## config.mk

```make
export PLATFORM = sky130hd
export DESIGN_NAME = sa_feeder
export DESIGN_NICKNAME = d
export VERILOG_FILES = /design/src/rtl/sa_feeder.sv
export SDC_FILE = /design/constraint.sdc
export NUM_CORES = 1
export LEC_CHECK = 0
export ABC_AREA = 1
export BUFFER_PORTS_ARGS = -buffer_cell sky130_fd_sc_hd__buf_2
export CAP_MARGIN = 20
export CORE_AREA = 3 3 256 509
export CTS_BUF_LIST = sky130_fd_sc_hd__clkbuf_16
export DETAILED_ROUTE_END_ITERATION = 10
export DIE_AREA = 0 0 259 512
export SLEW_MARGIN = 20
export SYNTH_ARGS = -nofsm -noshare
export SYNTH_HDL_FRONTEND = slang
export SYNTH_SLANG_ARGS = --single-unit
export TNS_END_PERCENT = 10
```

## constraint.sdc

```tcl
create_clock -name clk -period 25.2 [get_ports clk]
set_input_delay 1.26 -clock clk [delete_from_list [all_inputs] [get_ports clk]]
set_output_delay 1.26 -clock clk [all_outputs]
set_load 0.01 [all_outputs]
```

## src/rtl/sa_feeder.sv

```systemverilog
// Systolic-array feeder: buffers one weight tile, shifts it down the array,
// then streams skewed activation vectors into column 0 and drains the pipe.
module sa_feeder #(
    parameter int unsigned N         = 4,
    parameter int unsigned bit_width = 32
) (
    input  logic                     clk,
    input  logic                     rst_n,
    input  logic                     start,
    input  logic [N*bit_width-1:0]   wt_in,
    input  logic                     wt_valid,
    output logic                     wt_ready,
    input  logic [N*bit_width-1:0]   act_in,
    input  logic                     act_valid,
    output logic                     act_ready,
    input  logic                     act_last,
    output logic                     control,
    output logic [N*bit_width-1:0]   wt_path_out,
    output logic [N*bit_width-1:0]   data_out,
    output logic                     busy,
    output logic                     done
);

    localparam int unsigned DW = N * bit_width;
    localparam int unsigned CW = $clog2(2 * N);
    localparam int unsigned IW = $clog2(N);

    typedef enum logic [2:0] {
        IDLE,
        LOAD_WT,
        SHIFT_WT,
        STREAM,
        DRAIN
    } state_t;

    state_t          state;
    logic [CW-1:0]   cnt;
    logic [DW-1:0]   wt_buf [N];
    logic            wt_fire;
    logic            act_fire;
    logic [DW-1:0]   inj;
    logic [IW-1:0]   rd_idx;

    // Handshake qualification, skew injection value and shift read index
    always_comb begin
        wt_fire  = (state == LOAD_WT) && wt_valid && wt_ready;
        act_fire = (state == STREAM) && act_valid && act_ready;
        inj      = act_fire ? act_in : '0;
        // Shift cycle s (s>=0) registers entry N-2-s for the following cycle
        rd_idx   = IW'(CW'(N - 2) - cnt);
    end

    // Tile sequencing FSM with registered outputs and weight buffer
    always_ff @(posedge clk) begin
        if (!rst_n) begin
            state       <= IDLE;
            cnt         <= '0;
            wt_ready    <= 1'b0;
            act_ready   <= 1'b0;
            control     <= 1'b0;
            busy        <= 1'b0;
            done        <= 1'b0;
            wt_path_out <= '0;
            for (int k = 0; k < int'(N); k++) begin
                wt_buf[k] <= '0;
            end
        end else begin
            done <= 1'b0;
            case (state)
                IDLE: begin
                    if (start) begin
                        state    <= LOAD_WT;
                        wt_ready <= 1'b1;
                        busy     <= 1'b1;
                        cnt      <= '0;
                    end
                end
                LOAD_WT: begin
                    if (wt_fire) begin
                        wt_buf[IW'(cnt)] <= wt_in;
                        if (cnt == CW'(N - 1)) begin
                            // Last row goes out first, straight from the input
                            state       <= SHIFT_WT;
                            wt_ready    <= 1'b0;
                            control     <= 1'b1;
                            wt_path_out <= wt_in;
                            cnt         <= '0;
                        end else begin
                            cnt <= cnt + CW'(1);
                        end
                    end
                end
                SHIFT_WT: begin
                    if (cnt == CW'(N - 1)) begin
                        state       <= STREAM;
                        control     <= 1'b0;
                        wt_path_out <= '0;
                        act_ready   <= 1'b1;
                        cnt         <= '0;
                    end else begin
                        wt_path_out <= wt_buf[rd_idx];
                        cnt         <= cnt + CW'(1);
                    end
                end
                STREAM: begin
                    if (act_fire && act_last) begin
                        state     <= DRAIN;
                        act_ready <= 1'b0;
                        cnt       <= '0;
                    end
                end
                DRAIN: begin
                    if (cnt == CW'(2 * N - 2)) begin
                        state <= IDLE;
                        busy  <= 1'b0;
                        done  <= 1'b1;
                        cnt   <= '0;
                    end else begin
                        cnt <= cnt + CW'(1);
                    end
                end
                default: begin
                    state <= IDLE;
                end
            endcase
        end
    end

    // Per-lane skew chains: lane i is delayed by i+1 registers
    for (genvar i = 0; i < int'(N); i++) begin : g_lane
        logic [bit_width-1:0] pipe [i+1];

        // Shift injected lane value down this lane's delay chain
        always_ff @(posedge clk) begin
            if (!rst_n) begin
                for (int d = 0; d <= i; d++) begin
                    pipe[d] <= '0;
                end
            end else begin
                pipe[0] <= inj[i*bit_width +: bit_width];
                for (int d = 1; d <= i; d++) begin
                    pipe[d] <= pipe[d-1];
                end
            end
        end

        assign data_out[i*bit_width +: bit_width] = pipe[i];
    end

endmodule

```

== Word-level counts from Yosys, hierarchy flattened ==
Memories as Yosys holds them, arrays and structs flattened.
Cells that the tools add are included.
Widths: inputs -> output; s select.

* Output and inout bits: 261
* Word-level logic and storage cells: 107
* Bits in registers: 139
* Memories: 5
* RAM bits: 832

* $add $sub $neg: 2
* Reduce and logical (&&, ||, !) cells: 21
* Multiplexer cells: 50
* Equal/unequal tests: 12
* Bitwise operators: 9

{| class="wikitable"
|+ Memories
! name !! depth !! bits a word !! rd ports !! clocked after memory_dff !! wr ports !! RTL line !! source
|-
| wt_buf || 4 || 128 || 1 || 0 || 4 || 38 || <nowiki>logic [DW-1:0] wt_buf [N];</nowiki>
|-
| g_lane[3].pipe || 4 || 32 || 4 || 0 || 4 || 131 || <nowiki>logic [bit_width-1:0] pipe [i+1];</nowiki>
|-
| g_lane[2].pipe || 3 || 32 || 3 || 0 || 3 || 131 ||
|-
| g_lane[1].pipe || 2 || 32 || 2 || 0 || 2 || 131 ||
|-
| g_lane[0].pipe || 1 || 32 || 1 || 0 || 1 || 131 ||
|}

{| class="wikitable"
|+ Operator list
! operator !! count
|-
| $mux 128 || 5
|-
| $mux 32 || 10
|-
| $pmux 128 s2 || 1
|-
| $reduce_or 128->1 || 1
|-
| $mux 3 || 11
|-
| $reduce_or 32->1 || 1
|-
| $pmux 3 s5 || 2
|-
| $mux 1 || 16
|-
| $reduce_and 4->1 || 3
|-
| $eq 3x2->1 const B || 3
|-
| $or 1x1->1 || 9
|-
| $reduce_and 3->1 || 3
|-
| $ne 2x2->1 const B || 4
|-
| $pmux 1 s2 || 4
|-
| $reduce_bool 2->1 || 4
|-
| $eq 3x3->1 const B || 2
|-
| $reduce_and 6->1 || 1
|-
| $logic_and 1x1->1 || 5
|-
| $reduce_bool 5->1 || 1
|-
| $ne 2x1->1 const B || 2
|-
| $add 3x1->3 const B || 1
|-
| $eq 3x1->1 const B || 1
|-
| $logic_not 3->1 || 1
|-
| $mux 2 || 1
|-
| other kinds (2) || 2
|}

== Longest topological paths before layout ==
* Depth in word-level cells: 9
* Depth in mapped cells: 14
* Gate-level depth less buffers: 10

== Worst setup path after synthesis ==
Ideal clock, no wire load.

* Path type: input to register
* Start: input port wt_valid
* End: memory wt_buf[3][0] (netlist bit) (enable)
* Stages on the path: 2
* Data required time: 24.239 ns
* Data arrival time: 14.199 ns
* Path buffers: 0
* Path slack: 10.040 ns
* Path through: nand2_1 > o41ai_1

{| class="wikitable"
|+ RTL lines
! item !! RTL line !! source
|-
| from (decl) || 11 || <nowiki>input logic wt_valid,</nowiki>
|-
| to (decl) || 38 ||
|}

==> flow_metrics.py <==
metrics = {
    "run_status": {
        "status": "completed",
    },
    "worst_setup_path": {
        "crit_path_start_kind": "input port",
        "cpMostUsedCell": "nand2_4",
        "r2r-end": "wt_buf[0][12]$_SDFFCE_PN0P_",
        "timing.critical_path.buf_inv": 2,
        "crit_start": "rst_n",
        "cpMaxStageDelayCell": "buf_4",
        "cp_max_fo": 73,
        "path_class": "in2reg",
        "crit_arrival_ns": 4.79,
        "ff2ff_setup_slack_ns": 20.97,
        "crit_cells": 6,
        "max_stage_delay_ns": 0.75,
        "cp_top_family": "simple AND/OR/NAND/NOR gates",
        "rr_worst_depth": 8,
        "end_kind": "flop",
        "path_cells": "buf_8 > nand3_4 > nor2_2 > nand2_4 > nand2_4 > buf_4",
        "critPathRequiredTime_ns": 25.47,
        "r2r-start": "state[1]$_SDFFE_PN0P_",
        "endpoint": "wt_buf[0][12]$_SDFFCE_PN0P_",
    },
    "hold_path": {
        "hp-class": "reg2reg",
    },
    "yosys": {
        "synth-xor-area-share_pct": 0,
        "synth-compound-area-share_pct": 6.991,
        "yosys.area_share.adder_pct": 0.1650,
        "syn_avg_cell_area_sq_um": 9.027,
        "ys_warn_count": 0,
        "synthesis.nets": 4466,
        "synth_top_family_by_area": "simple AND/OR/NAND/NOR gates",
        "syn_area_sq_um": 37900,
        "yosysTopAreaCellShare_pct": 40.56,
        "synth-seq-cells": 971,
        "synth_cells": 4199,
        "ys_seq_area_share_pct": 64.80,
        "synth-simple-area-share_pct": 19.22,
        "synthMuxAreaShare_pct": 0,
        "synth_area_leader_cell": "edfxtp_1",
        "yosysUniqueCellTypes": 25,
        "ys_top_cells_by_area": "edfxtp_1 (41%), dfxtp_1 (24%), nor2_1 (14%)",
    },
    "timing": {
        "finalSetupTns_ns": 0,
        "slew_headroom_pct": 25.33,
        "max_freq_mhz": 221.4,
        "hold_viol": 0,
        "fin_crit_sh_pct": 17.92,
        "post-route-min-period_ns": 4.516,
        "worst_pin_slew_ns": 1.120,
        "rsz0062_at_grt": "false",
        "drv_slew": 0,
        "fin_skew_ns": 0.02439,
        "finalSetupViolations": 0,
    },
    "clock_tree": {
        "cts-root-buf": "clkbuf_16",
        "cts_setup_buffers": 0,
        "clkTransAtPathRegs_ns": 0.06,
        "ctsHoldBuffers": 0,
        "clock_sinks": 971,
        "clkLatencyLatePin_ns": 0.67,
        "cts_buffers": 88,
        "cts_tree": "built",
        "cts_resized": 0,
        "h-tree-depth": 3,
        "cts_buffer_depth": 3,
    },
    "route": {
        "ant_nets": 0,
        "via_per_inst": 4.400,
        "drc": 0,
        "vias": 27687,
        "firstDrtPassIters": 5,
        "drt_iter0_markers": 1836,
        "avgRoutedWirePerCell_um": 16.66,
        "drt-total-wl_mm": 104.8,
    },
    "floorplanning": {
        "die_area_sq_um": 132600,
        "die_h_um": 512,
        "rows": 185,
        "die_w_um": 259,
        "core-area_sq_um": 127100,
        "floorplan.initialDensity_pct": 29.83,
        "io_pins": 523,
    },
    "pwr": {
        "internal-power_mw": 2.833,
        "powerDensity_nw_per_um2": 99.26,
        "p_leak_nw": 20.76,
        "vdd_drop_max_mv": 0.1239,
        "sequentialPowerShare_pct": 41.7,
        "clkPwrFrac_pct": 30.0,
        "p_comb_share_pct": 28.4,
        "switching_share_pct": 35.44,
        "switchingPower_mw": 1.555,
    },
    "final_layout": {
        "fill_cells": 12933,
        "area_delta_synth_final_pct": 16.65,
        "design_area_sq_um": 44210,
        "layout-drive-gt1-share_pct": 15.36,
        "fin_nets": 4799,
    },
    "placement": {
        "place_area_sq_um": 41410,
        "dp_hpwl_mm": 64.87,
        "gp_congestion": 0.7849,
        "port_buffers": 522,
    },
    "flow_run": {
        "drv_cap": 0,
    },
    "global_routing": {
        "grt_pass1_wl_mm": 156.8,
        "grt_pass1_vias": 27234,
        "gr-usage-all-layers_pct": 15.36,
        "grt_max_degree": 193,
        "grt_overflow": 0,
        "antenna_found_initial": 16,
    },
}
per-layer routing:
| layer | vias to the layer above | global-route usage, % | share of wire, % |
|---|---|---|---|
| met4 | 20 | 5.466 | 2.7 |
| li1 | 13726 | - | - |
| met5 | - | 0 | 0.13 |
| met2 | 892 | 28.13 | 51 |
| met3 | 164 | 3.041 | 7.1 |
| met1 | 12885 | 17.55 | 39 |
cell families after synthesis:
kind of cell / after synthesis
flops: 971
compound gates: 527
simple gates: 1915
buf+inv: 781
fa+ha+maj: 5
cells in the mapped netlist (all sizes together):
cell,n
clkbuf,144
nor2,1389
nor3,41
o21ai,390
edfxtp,512
ha,5
nand4,3
o211ai,1
nand2,474
a21oi,133
nand3,8
o41ai,1
o22ai,2
buf,171
dfxtp,459
inv,466
tightest hold or removal path: cells and delay by family (launching register included):
kind,cells,cell delay [ns]
buffers and inverters,1,0.04
DFF,1,0.30
and+or+nand+nor,1,0.04
stage by stage:
step           std cells  hold WS [ns]  setup slack, ns  power (mW)  utilization (%)
2_1_floorplan       4199        0.3905            10.04       2.732                -
3_3_place_gp        6125        0.3923            19.82       3.116            32.59
3_5_place_dp        6125        0.3947            19.85       3.133            32.59
4_1_cts             6285        0.4091            20.58       4.468            34.78
6_report            6292        0.4078            20.68       4.389            34.79
5_1_grt             6286        0.4224            20.34       4.667            34.78
power by group through the flow:
stage	clock network, mW	registers [mW]	logic (mW)
after global placement	0	1.86	1.26
after detailed placement	0	1.86	1.27
after global routing	1.41	1.84	1.42
after floorplan	0	1.88	0.857
after CTS	1.36	1.83	1.27
final	1.32	1.83	1.24
worst min path at each step:
stage	from	end	slack [ns]	cells past startpoint
3_5_place_dp	g_lane[3].pipe[2][19]$_SDFF_PN0_	g_lane[3].pipe[3][19]$_SDFF_PN0_	0.39	2
4_1_cts	g_lane[3].pipe[2][19]$_SDFF_PN0_	g_lane[3].pipe[3][19]$_SDFF_PN0_	0.41	2
3_3_place_gp	g_lane[2].pipe[0][20]$_SDFF_PN0_	g_lane[2].pipe[0][52]$_SDFF_PN0_	0.39	2
5_1_grt	g_lane[3].pipe[1][24]$_SDFF_PN0_	g_lane[3].pipe[2][24]$_SDFF_PN0_	0.42	2
2_1_floorplan	g_lane[1].pipe[0][0]$_SDFF_PN0_	g_lane[1].pipe[0][32]$_SDFF_PN0_	0.39	2
6_report	g_lane[3].pipe[2][3]$_SDFF_PN0_	g_lane[3].pipe[3][3]$_SDFF_PN0_	0.41	2
flip-flops by register name, summed over array words and instances (netlist names), 3 cells and up:
signal,cells
wt_path_out,128
state,3
g_lane.pipe,320
cnt,3
wt_buf,512
final cells by class:
cell class / count / area, sq um / area share, %
Timing Repair Buffer: 558 / 2909 / 6.579
Clock inverter: 66 / 427.9 / 0.9678
Tap cell: 1683 / 2106 / 4.763
Multi-Input combinational cell: 2447 / 10070 / 22.79
Inverter: 466 / 1759 / 3.979
Sequential cell: 971 / 24570 / 55.56
Antenna cell: 7 / 17.52 / 0.03962
Clock buffer: 94 / 2352 / 5.320
placed cells by master, fill, tap and decap left out, types with 9 or more instances in the layout:
cell type and instances:
edfxtp_1 512, buf_2 521, clkbuf_16 94, inv_2 9
o21ai_0 358, a21oi_1 132, o21ai_1 32, inv_6 9
inv_1 480, nor2_1 1385, nor3_1 41, dfxtp_1 458
buf_4 34, clkinv_2 9, clkinv_1 13, nand2_1 468
(Power assumes the default switching activity.)
